$ cat config.mk
export PLATFORM = sky130hd
export DESIGN_NAME = store_buffer_flat
export DESIGN_NICKNAME = d
export VERILOG_FILES = /design/src/rtl/store_buffer_if.sv /design/src/rtl/store_buffer.sv /design/src/flat_wrapper.sv
export SDC_FILE = /design/constraint.sdc
export NUM_CORES = 1
export LEC_CHECK = 0
export BUFFER_PORTS_ARGS = -buffer_cell sky130_fd_sc_hd__buf_2
export CAP_MARGIN = 15
export CORE_MARGIN = 1
export CORE_UTILIZATION = 59
export DETAILED_ROUTE_END_ITERATION = 10
export HOLD_SLACK_MARGIN = 0.03
export PLACE_DENSITY = 0.89
export SYNTH_ARGS = -nofsm -noshare
export SYNTH_HDL_FRONTEND = slang
export SYNTH_SLANG_ARGS = --single-unit
$ cat constraint.sdc
create_clock -name clk -period 13.49 [get_ports clk]
set_clock_uncertainty 0.15 [all_clocks]
set_input_delay 2.698 -clock clk [delete_from_list [all_inputs] [get_ports clk]]
set_output_delay 2.698 -clock clk [all_outputs]
set_load 0.05 [all_outputs]
$ cat src/rtl/store_buffer_if.sv
`default_nettype none
// ------------------------------------------------------------------------
// store_buffer_if : CPU request/response channel into the store buffer
// rev 1.0
// ------------------------------------------------------------------------
interface store_buffer_if #(
  parameter int AW = 32
);
  logic          req_valid;
  logic          req_ready;
  logic          req_we;
  logic [2:0]    req_memop;
  logic [AW-1:0] req_addr;
  logic [31:0]   req_wdata;
  logic [31:0]   rdata;
  logic          rvalid;

  modport master (
    output req_valid, req_we, req_memop, req_addr, req_wdata,
    input  req_ready, rdata, rvalid
  );

  modport slave (
    input  req_valid, req_we, req_memop, req_addr, req_wdata,
    output req_ready, rdata, rvalid
  );
endinterface
`default_nettype wire

$ cat src/rtl/store_buffer.sv
`default_nettype none
// ------------------------------------------------------------------------
// store_buffer : posted-write FIFO between CPU load/store path and memory
// rev 1.0
// ------------------------------------------------------------------------
module store_buffer #(
  parameter int DEPTH = 4,
  parameter int AW    = 32
) (
  input  logic                   clk,
  input  logic                   rst_n,
  store_buffer_if.slave          req,
  input  logic                   flush_i,
  output logic                   empty_o,
  output logic [$clog2(DEPTH):0] count_o,
  output logic                   mem_wren_o,
  output logic                   mem_en_o,
  output logic [2:0]             mem_op_o,
  output logic [AW-1:0]          mem_addr_o,
  output logic [31:0]            mem_din_o,
  input  logic [31:0]            mem_dout_i
);
  localparam int         PW   = $clog2(DEPTH);
  localparam int         CW   = PW + 1;
  localparam logic [2:0] OP_W = 3'b000;
  localparam logic [2:0] OP_B = 3'b001;
  localparam logic [2:0] OP_H = 3'b010;

  logic [AW-1:0]    addr_q [DEPTH];
  logic [2:0]       op_q   [DEPTH];
  logic [31:0]      data_q [DEPTH];
  logic [DEPTH-1:0] valid_q;
  logic [PW-1:0]    head_q;
  logic [PW-1:0]    tail_q;
  logic [CW-1:0]    count_q;
  logic [2:0]       last_op_q;
  logic [AW-1:0]    last_addr_q;
  logic [31:0]      last_din_q;

  logic          full;
  logic          conflict;
  logic          st_ok;
  logic          ld_ok;
  logic          st_acc;
  logic          ld_acc;
  logic          op_legal;
  logic          push;
  logic          drain;
  logic [AW:0]   ld_lo;
  logic [AW:0]   ld_hi;

  // Last byte of an access, one bit wider so spans near the top never wrap.
  function automatic logic [AW:0] span_end(input logic [AW-1:0] a, input logic [2:0] op);
    logic [AW:0] off;
    case (op[1:0])
      2'b01:   off = '0;
      2'b10:   off = (AW+1)'(1);
      default: off = (AW+1)'(3);
    endcase
    return {1'b0, a} + off;
  endfunction

  assign ld_lo = {1'b0, req.req_addr};
  assign ld_hi = span_end(req.req_addr, req.req_memop);

  always_comb begin
    conflict = 1'b0;
    for (int i = 0; i < DEPTH; i++) begin
      if (valid_q[i] && (ld_lo <= span_end(addr_q[i], op_q[i]))
                     && ({1'b0, addr_q[i]} <= ld_hi)) begin
        conflict = 1'b1;
      end
    end
  end

  assign full     = (count_q == CW'(DEPTH));
  assign op_legal = (req.req_memop == OP_W) || (req.req_memop == OP_B) || (req.req_memop == OP_H);

  // rst_n gating keeps the request port and memory quiet while reset is held.
  assign st_ok  = rst_n && !full && !flush_i;
  assign ld_ok  = rst_n && !conflict && !flush_i && !full;
  assign st_acc = req.req_valid && req.req_we && st_ok;
  assign ld_acc = req.req_valid && !req.req_we && ld_ok;
  assign push   = st_acc && op_legal;
  assign drain  = (count_q != '0) && !ld_acc;

  assign req.req_ready = req.req_we ? st_ok : ld_ok;
  assign req.rdata     = mem_dout_i;
  assign req.rvalid    = ld_acc;

  assign mem_en_o   = ld_acc || drain;
  assign mem_wren_o = drain;
  assign empty_o    = (count_q == '0);
  assign count_o    = count_q;

  always_comb begin
    mem_op_o   = last_op_q;
    mem_addr_o = last_addr_q;
    mem_din_o  = last_din_q;
    if (ld_acc) begin
      mem_op_o   = req.req_memop;
      mem_addr_o = req.req_addr;
    end else if (drain) begin
      mem_op_o   = op_q[head_q];
      mem_addr_o = addr_q[head_q];
      mem_din_o  = data_q[head_q];
    end
  end

  always_ff @(posedge clk or negedge rst_n) begin
    if (!rst_n) begin
      head_q      <= '0;
      tail_q      <= '0;
      count_q     <= '0;
      valid_q     <= '0;
      last_op_q   <= '0;
      last_addr_q <= '0;
      last_din_q  <= '0;
    end else begin
      if (push) begin
        tail_q          <= tail_q + PW'(1);
        valid_q[tail_q] <= 1'b1;
      end
      if (drain) begin
        head_q          <= head_q + PW'(1);
        valid_q[head_q] <= 1'b0;
      end
      case ({push, drain})
        2'b10:   count_q <= count_q + CW'(1);
        2'b01:   count_q <= count_q - CW'(1);
        default: count_q <= count_q;
      endcase
      if (mem_en_o) begin
        last_op_q   <= mem_op_o;
        last_addr_q <= mem_addr_o;
        last_din_q  <= mem_din_o;
      end
    end
  end

  always_ff @(posedge clk) begin
    if (push) begin
      addr_q[tail_q] <= req.req_addr;
      op_q[tail_q]   <= req.req_memop;
      data_q[tail_q] <= req.req_wdata;
    end
  end

  a_store_op_legal: assert property (@(posedge clk) disable iff (!rst_n) st_acc |-> op_legal);

endmodule
`default_nettype wire
$ cat src/flat_wrapper.sv
// flat-port wrapper written by rule: the top's interface ports become plain ports
module store_buffer_flat 
#(
  parameter int DEPTH = 4,
  parameter int AW    = 32
)
  (clk, rst_n, flush_i, empty_o, count_o, mem_wren_o, mem_en_o, mem_op_o, mem_addr_o, mem_din_o, mem_dout_i, req_req_valid, req_req_we, req_req_memop, req_req_addr, req_req_wdata, req_req_ready, req_rdata, req_rvalid);
  store_buffer_if #(.AW(AW)) req_i ();
  input  logic clk;
  input  logic rst_n;
  input  logic flush_i;
  output logic empty_o;
  output logic [$clog2(DEPTH):0] count_o;
  output logic mem_wren_o;
  output logic mem_en_o;
  output logic [2:0] mem_op_o;
  output logic [AW-1:0] mem_addr_o;
  output logic [31:0] mem_din_o;
  input  logic [31:0] mem_dout_i;
  input wire logic [$bits(req_i.req_valid)-1:0] req_req_valid;
  input wire logic [$bits(req_i.req_we)-1:0] req_req_we;
  input wire logic [$bits(req_i.req_memop)-1:0] req_req_memop;
  input wire logic [$bits(req_i.req_addr)-1:0] req_req_addr;
  input wire logic [$bits(req_i.req_wdata)-1:0] req_req_wdata;
  output wire logic [$bits(req_i.req_ready)-1:0] req_req_ready;
  output wire logic [$bits(req_i.rdata)-1:0] req_rdata;
  output wire logic [$bits(req_i.rvalid)-1:0] req_rvalid;
  assign req_i.req_valid = req_req_valid;
  assign req_i.req_we = req_req_we;
  assign req_i.req_memop = req_req_memop;
  assign req_i.req_addr = req_req_addr;
  assign req_i.req_wdata = req_req_wdata;
  assign req_req_ready = req_i.req_ready;
  assign req_rdata = req_i.rdata;
  assign req_rvalid = req_i.rvalid;
  store_buffer #(.DEPTH(DEPTH), .AW(AW)) u_core (.clk(clk), .rst_n(rst_n), .req(req_i), .flush_i(flush_i), .empty_o(empty_o), .count_o(count_o), .mem_wren_o(mem_wren_o), .mem_en_o(mem_en_o), .mem_op_o(mem_op_o), .mem_addr_o(mem_addr_o), .mem_din_o(mem_din_o), .mem_dout_i(mem_dout_i));
endmodule
==> impl_results.md <==
- Final setup vio count: 0
- Reg2Reg Setup Slack: ~5.3 ns
- Syn. warnings: 0
- DRC Markers: 0
- FF-to-FF End: u_core.count_o[2]
- Vias in the first global route: roughly 17000
- Clock Path Buffers: 3
- Leak: 10.08 nW
- Register area share after synthesis: between 40% and 50%
- Area delta synth->final: 9.859%
- Root Driver: clkbuf_16
- Crit Path Max Fanout: 30
- Most frequent cells in the layout: ha_1 (283), edfxtp_1 (268), nand2_1 (202)
- Post-cts gate resize count: 0
- Layout cells sized above 1: 20.63%
- Syn avg cell area: approximately 12 µm²
- Sw Ratio: roughly two fifths
- FMAX: 0.08559 GHz
- Clock Sinks: around 350
- Max-slew violations: 0
- Total CTS buffers: 37
- Mapped cell area: roughly 23000 µm²
- Worst min path class: flip-flop to flip-flop
- Fraction of the cycle the final worst path needs: 86.61%
- Cell count after synthesis: ~1900
- Final TNS setup: 0 ns
- NetSw: around 1.7 mW
- Vias per Instance: approximately 6.6
- Post-CTS Setup Bufs: 0
- Commonest non-fill, non-tap cell in the layout: ha_1
- Power Density: roughly 170 nW/µm²
- Row count: 72
- Max_cap viols: 0
- DRT Pass-1 Iters: 6
- Final worst path period need: roughly 12 ns
- HP Start: u_core.last_din_q[12]
- Worst VDD drop: 282.6 µV
- #FFs+latches synth: 346
- Synth Net Count: 2300
- Clk pwr share: 24.7%
- Unrepaired setup endpoints after global routing: no
- Initial Util: 59.83%
- First-pass GRT wire length: 104.2 mm
- Async S/R FF share, synth: a little under a quarter
- Routed WL: 69.96 mm
- Layout Nets: between 2000 and 2500
- I/O Pins: 211
- Worst hold path stage count: 1
- I/O Buffers: between 100 and 150
- Status: finished, final reports clean
- Fillers: ~2800
- Gpl congestion: 0.9921
- Worst skew pair latency: roughly 0.58 ns
- Worst EP arrival: 8.84 ns
- Post-Layout Cell Count: ~2600
- Distinct cells, synth: 76
- Initial antenna violation count: 1
- Dominant synthesized flop cell: edfxtp_1
- Worst rel slew slack: between 20% and 30%
- DRT antenna net count: 0
- Worst R2R Start: u_core.op_q[0][1]
- Setup crit start: req_req_memop[1]
- Element type at the critical path end: output port
- Via Count: 17070
- Clock transition at path regs: around 0.060 ns
- Combinational Power Share: 43.1%
- Startpoint Class: input pin
- Final hold slack: 0.3584 ns
- Worst Tran Pin Value: approximately 1.1 ns
- EDFF count, synth: 268
- Required @ worst endpoint: 10.64 ns
- Initial DRC Count: between 1500 and 2000
- Die ar.: 39990 µm²
- Final hold violations: 0
- R2R depth: 24
- WL/cell: between 20 and 30 µm
- Die width: 200.0 µm
- Placed Cells: 2515
- Hold EP: u_core.last_din_q[12]
- Hold_buf cts: 0
- Crit path kind: input pin to output port
- Die Y: ~200 µm
- GR Overflow Total: 0
- # H-tree levels: 2
- CTS tree: done
- Largest net degree at the start of global routing: between 70 and 80
- Post-DP HPWL: 49.92 mm
- Cell internal pwr: around 2.5 mW
- Reg power frac: 32.2%
- GRT Total Usage: between 30% and 40%
- Core footprint: roughly 39000 µm²
-- registers in the layout, indices dropped and copies added, names as in the netlist, 3 cells and up --
name / cells
u_core.last_din_q: 32
u_core.addr_q: 128
u_core.last_addr_q: 32
u_core.op_q: 12
u_core.data_q: 128
u_core.valid_q: 4
u_core.count_o: 3
u_core.last_op_q: 3
-- power groups by stage --
stage / logic [mW] / clock network (mW) / registers, mW
after floorplan: 1.46 / 0 / 1.35
after global placement: 1.76 / 0 / 1.38
after detailed placement: 1.82 / 0 / 1.39
after CTS: 1.85 / 1.06 / 1.37
after global routing: 1.95 / 1.10 / 1.39
final: 1.85 / 1.06 / 1.38
-- how the worst max path moves through the flow --
stage | endpoint | cells after the start
after floorplan | mem_addr_o[0] | 22
after detailed placement | mem_addr_o[5] | 24
final | mem_addr_o[17] | 24
after global placement | mem_addr_o[17] | 24
after global routing | mem_addr_o[17] | 24
after CTS | mem_addr_o[5] | 24
-- area by class of cell --
cell class / instances / area, µm² / share of cell area, %
Multi-Input combinational cell: 1430 / 12420 / 48.89
Antenna cell: 1 / 2.502 / 0.009851
Timing Repair Buffer: 163 / 857.1 / 3.374
Clock inverter: 21 / 239.0 / 0.9408
Tap cell: 518 / 648.1 / 2.551
Inverter: 58 / 217.7 / 0.8571
Sequential cell: 346 / 10000 / 39.39
Clock buffer: 47 / 1013 / 3.990
-- synthesized netlist by cell type (8+ instances only) --
library cell	count	area share, %
clkbuf_1	19	0.31
and4_1	20	0.76
a21o_1	21	0.68
a211oi_1	12	0.39
inv_1	58	0.94
and2_1	8	0.22
o21ai_0	44	0.95
xor2_1	99	3.7
mux2_1	12	0.58
nand2_1	202	3.3
mux2_2	102	5.0
a21oi_1	87	1.9
dfrtp_1	78	8.4
buf_4	32	1.0
mux2_4	9	0.58
nand3_1	72	1.6
ha_1	283	15
mux2i_1	18	0.78
buf_6	13	0.63
xnor2_1	56	2.1
and3_1	26	0.70
nand4_1	89	2.4
nor2b_1	13	0.35
nor2_1	63	1.0
edfxtp_1	268	35
o211ai_1	11	0.36
nor3_1	23	0.50
nor4_1	11	0.30
mux4_2	67	6.5
-- worst max-delay path, stage by stage --
cell	delay, ns
buf_2	0.14
inv_1	0.12
ha_1	0.29
inv_1	0.07
ha_1	0.28
a21o_1	0.13
and4_1	0.31
nand3_1	0.14
nor2_1	0.29
nand2_1	0.16
nor2_1	0.23
nand3_1	0.12
xor2_1	0.40
ha_1	0.20
nand4_1	0.12
nor4_1	0.56
nand2_1	0.11
o211ai_1	0.18
o21ai_0	0.10
o32ai_1	0.44
nand3_4	0.63
buf_4	0.48
mux2_1	0.36
buf_2	0.21
-- cells by family (layout without fill, tap and decap cells) --
| group | after synthesis | in the layout | synth area share [%] |
|---|---|---|---|
| other | 0 | 1 | 0 |
| XOR/XNOR | 155 | 155 | 5.871 |
| AO/OA/AOI/OAI | 225 | 225 | 6.261 |
| buffers and inverters | 131 | 289 | 3.084 |
| AND/OR/NAND/NOR | 553 | 553 | 12.26 |
| adder cells (fa/ha/maj) | 289 | 289 | 15.83 |
| flip-flops | 346 | 346 | 43.25 |
| multiplexers | 208 | 208 | 13.44 |
-- per-layer routing --
| layer | global-route usage, % | vias to the layer above | part of all wire [%] |
|---|---|---|---|
| met4 | 15.92 | 2 | 4.3 |
| li1 | - | 7554 | - |
| met3 | 8.065 | 171 | 9.2 |
| met2 | 58.80 | 921 | 48 |
| met1 | 45.40 | 8421 | 39 |
| met5 | 0 | - | 0.013 |
-- metrics by stage --
step	cell area, µm²	total power, mW	setup WS (ns)	utilization, %
finish	25400	4.278	1.807	65.73
global route	25400	4.441	1.365	65.72
CTS	25400	4.285	1.894	65.72
detailed placement	24150	3.205	1.908	62.48
global placement	24140	3.138	2.195	62.47
floorplan	23120	2.816	3.277	-
Power figures use the tool's default switching activity.
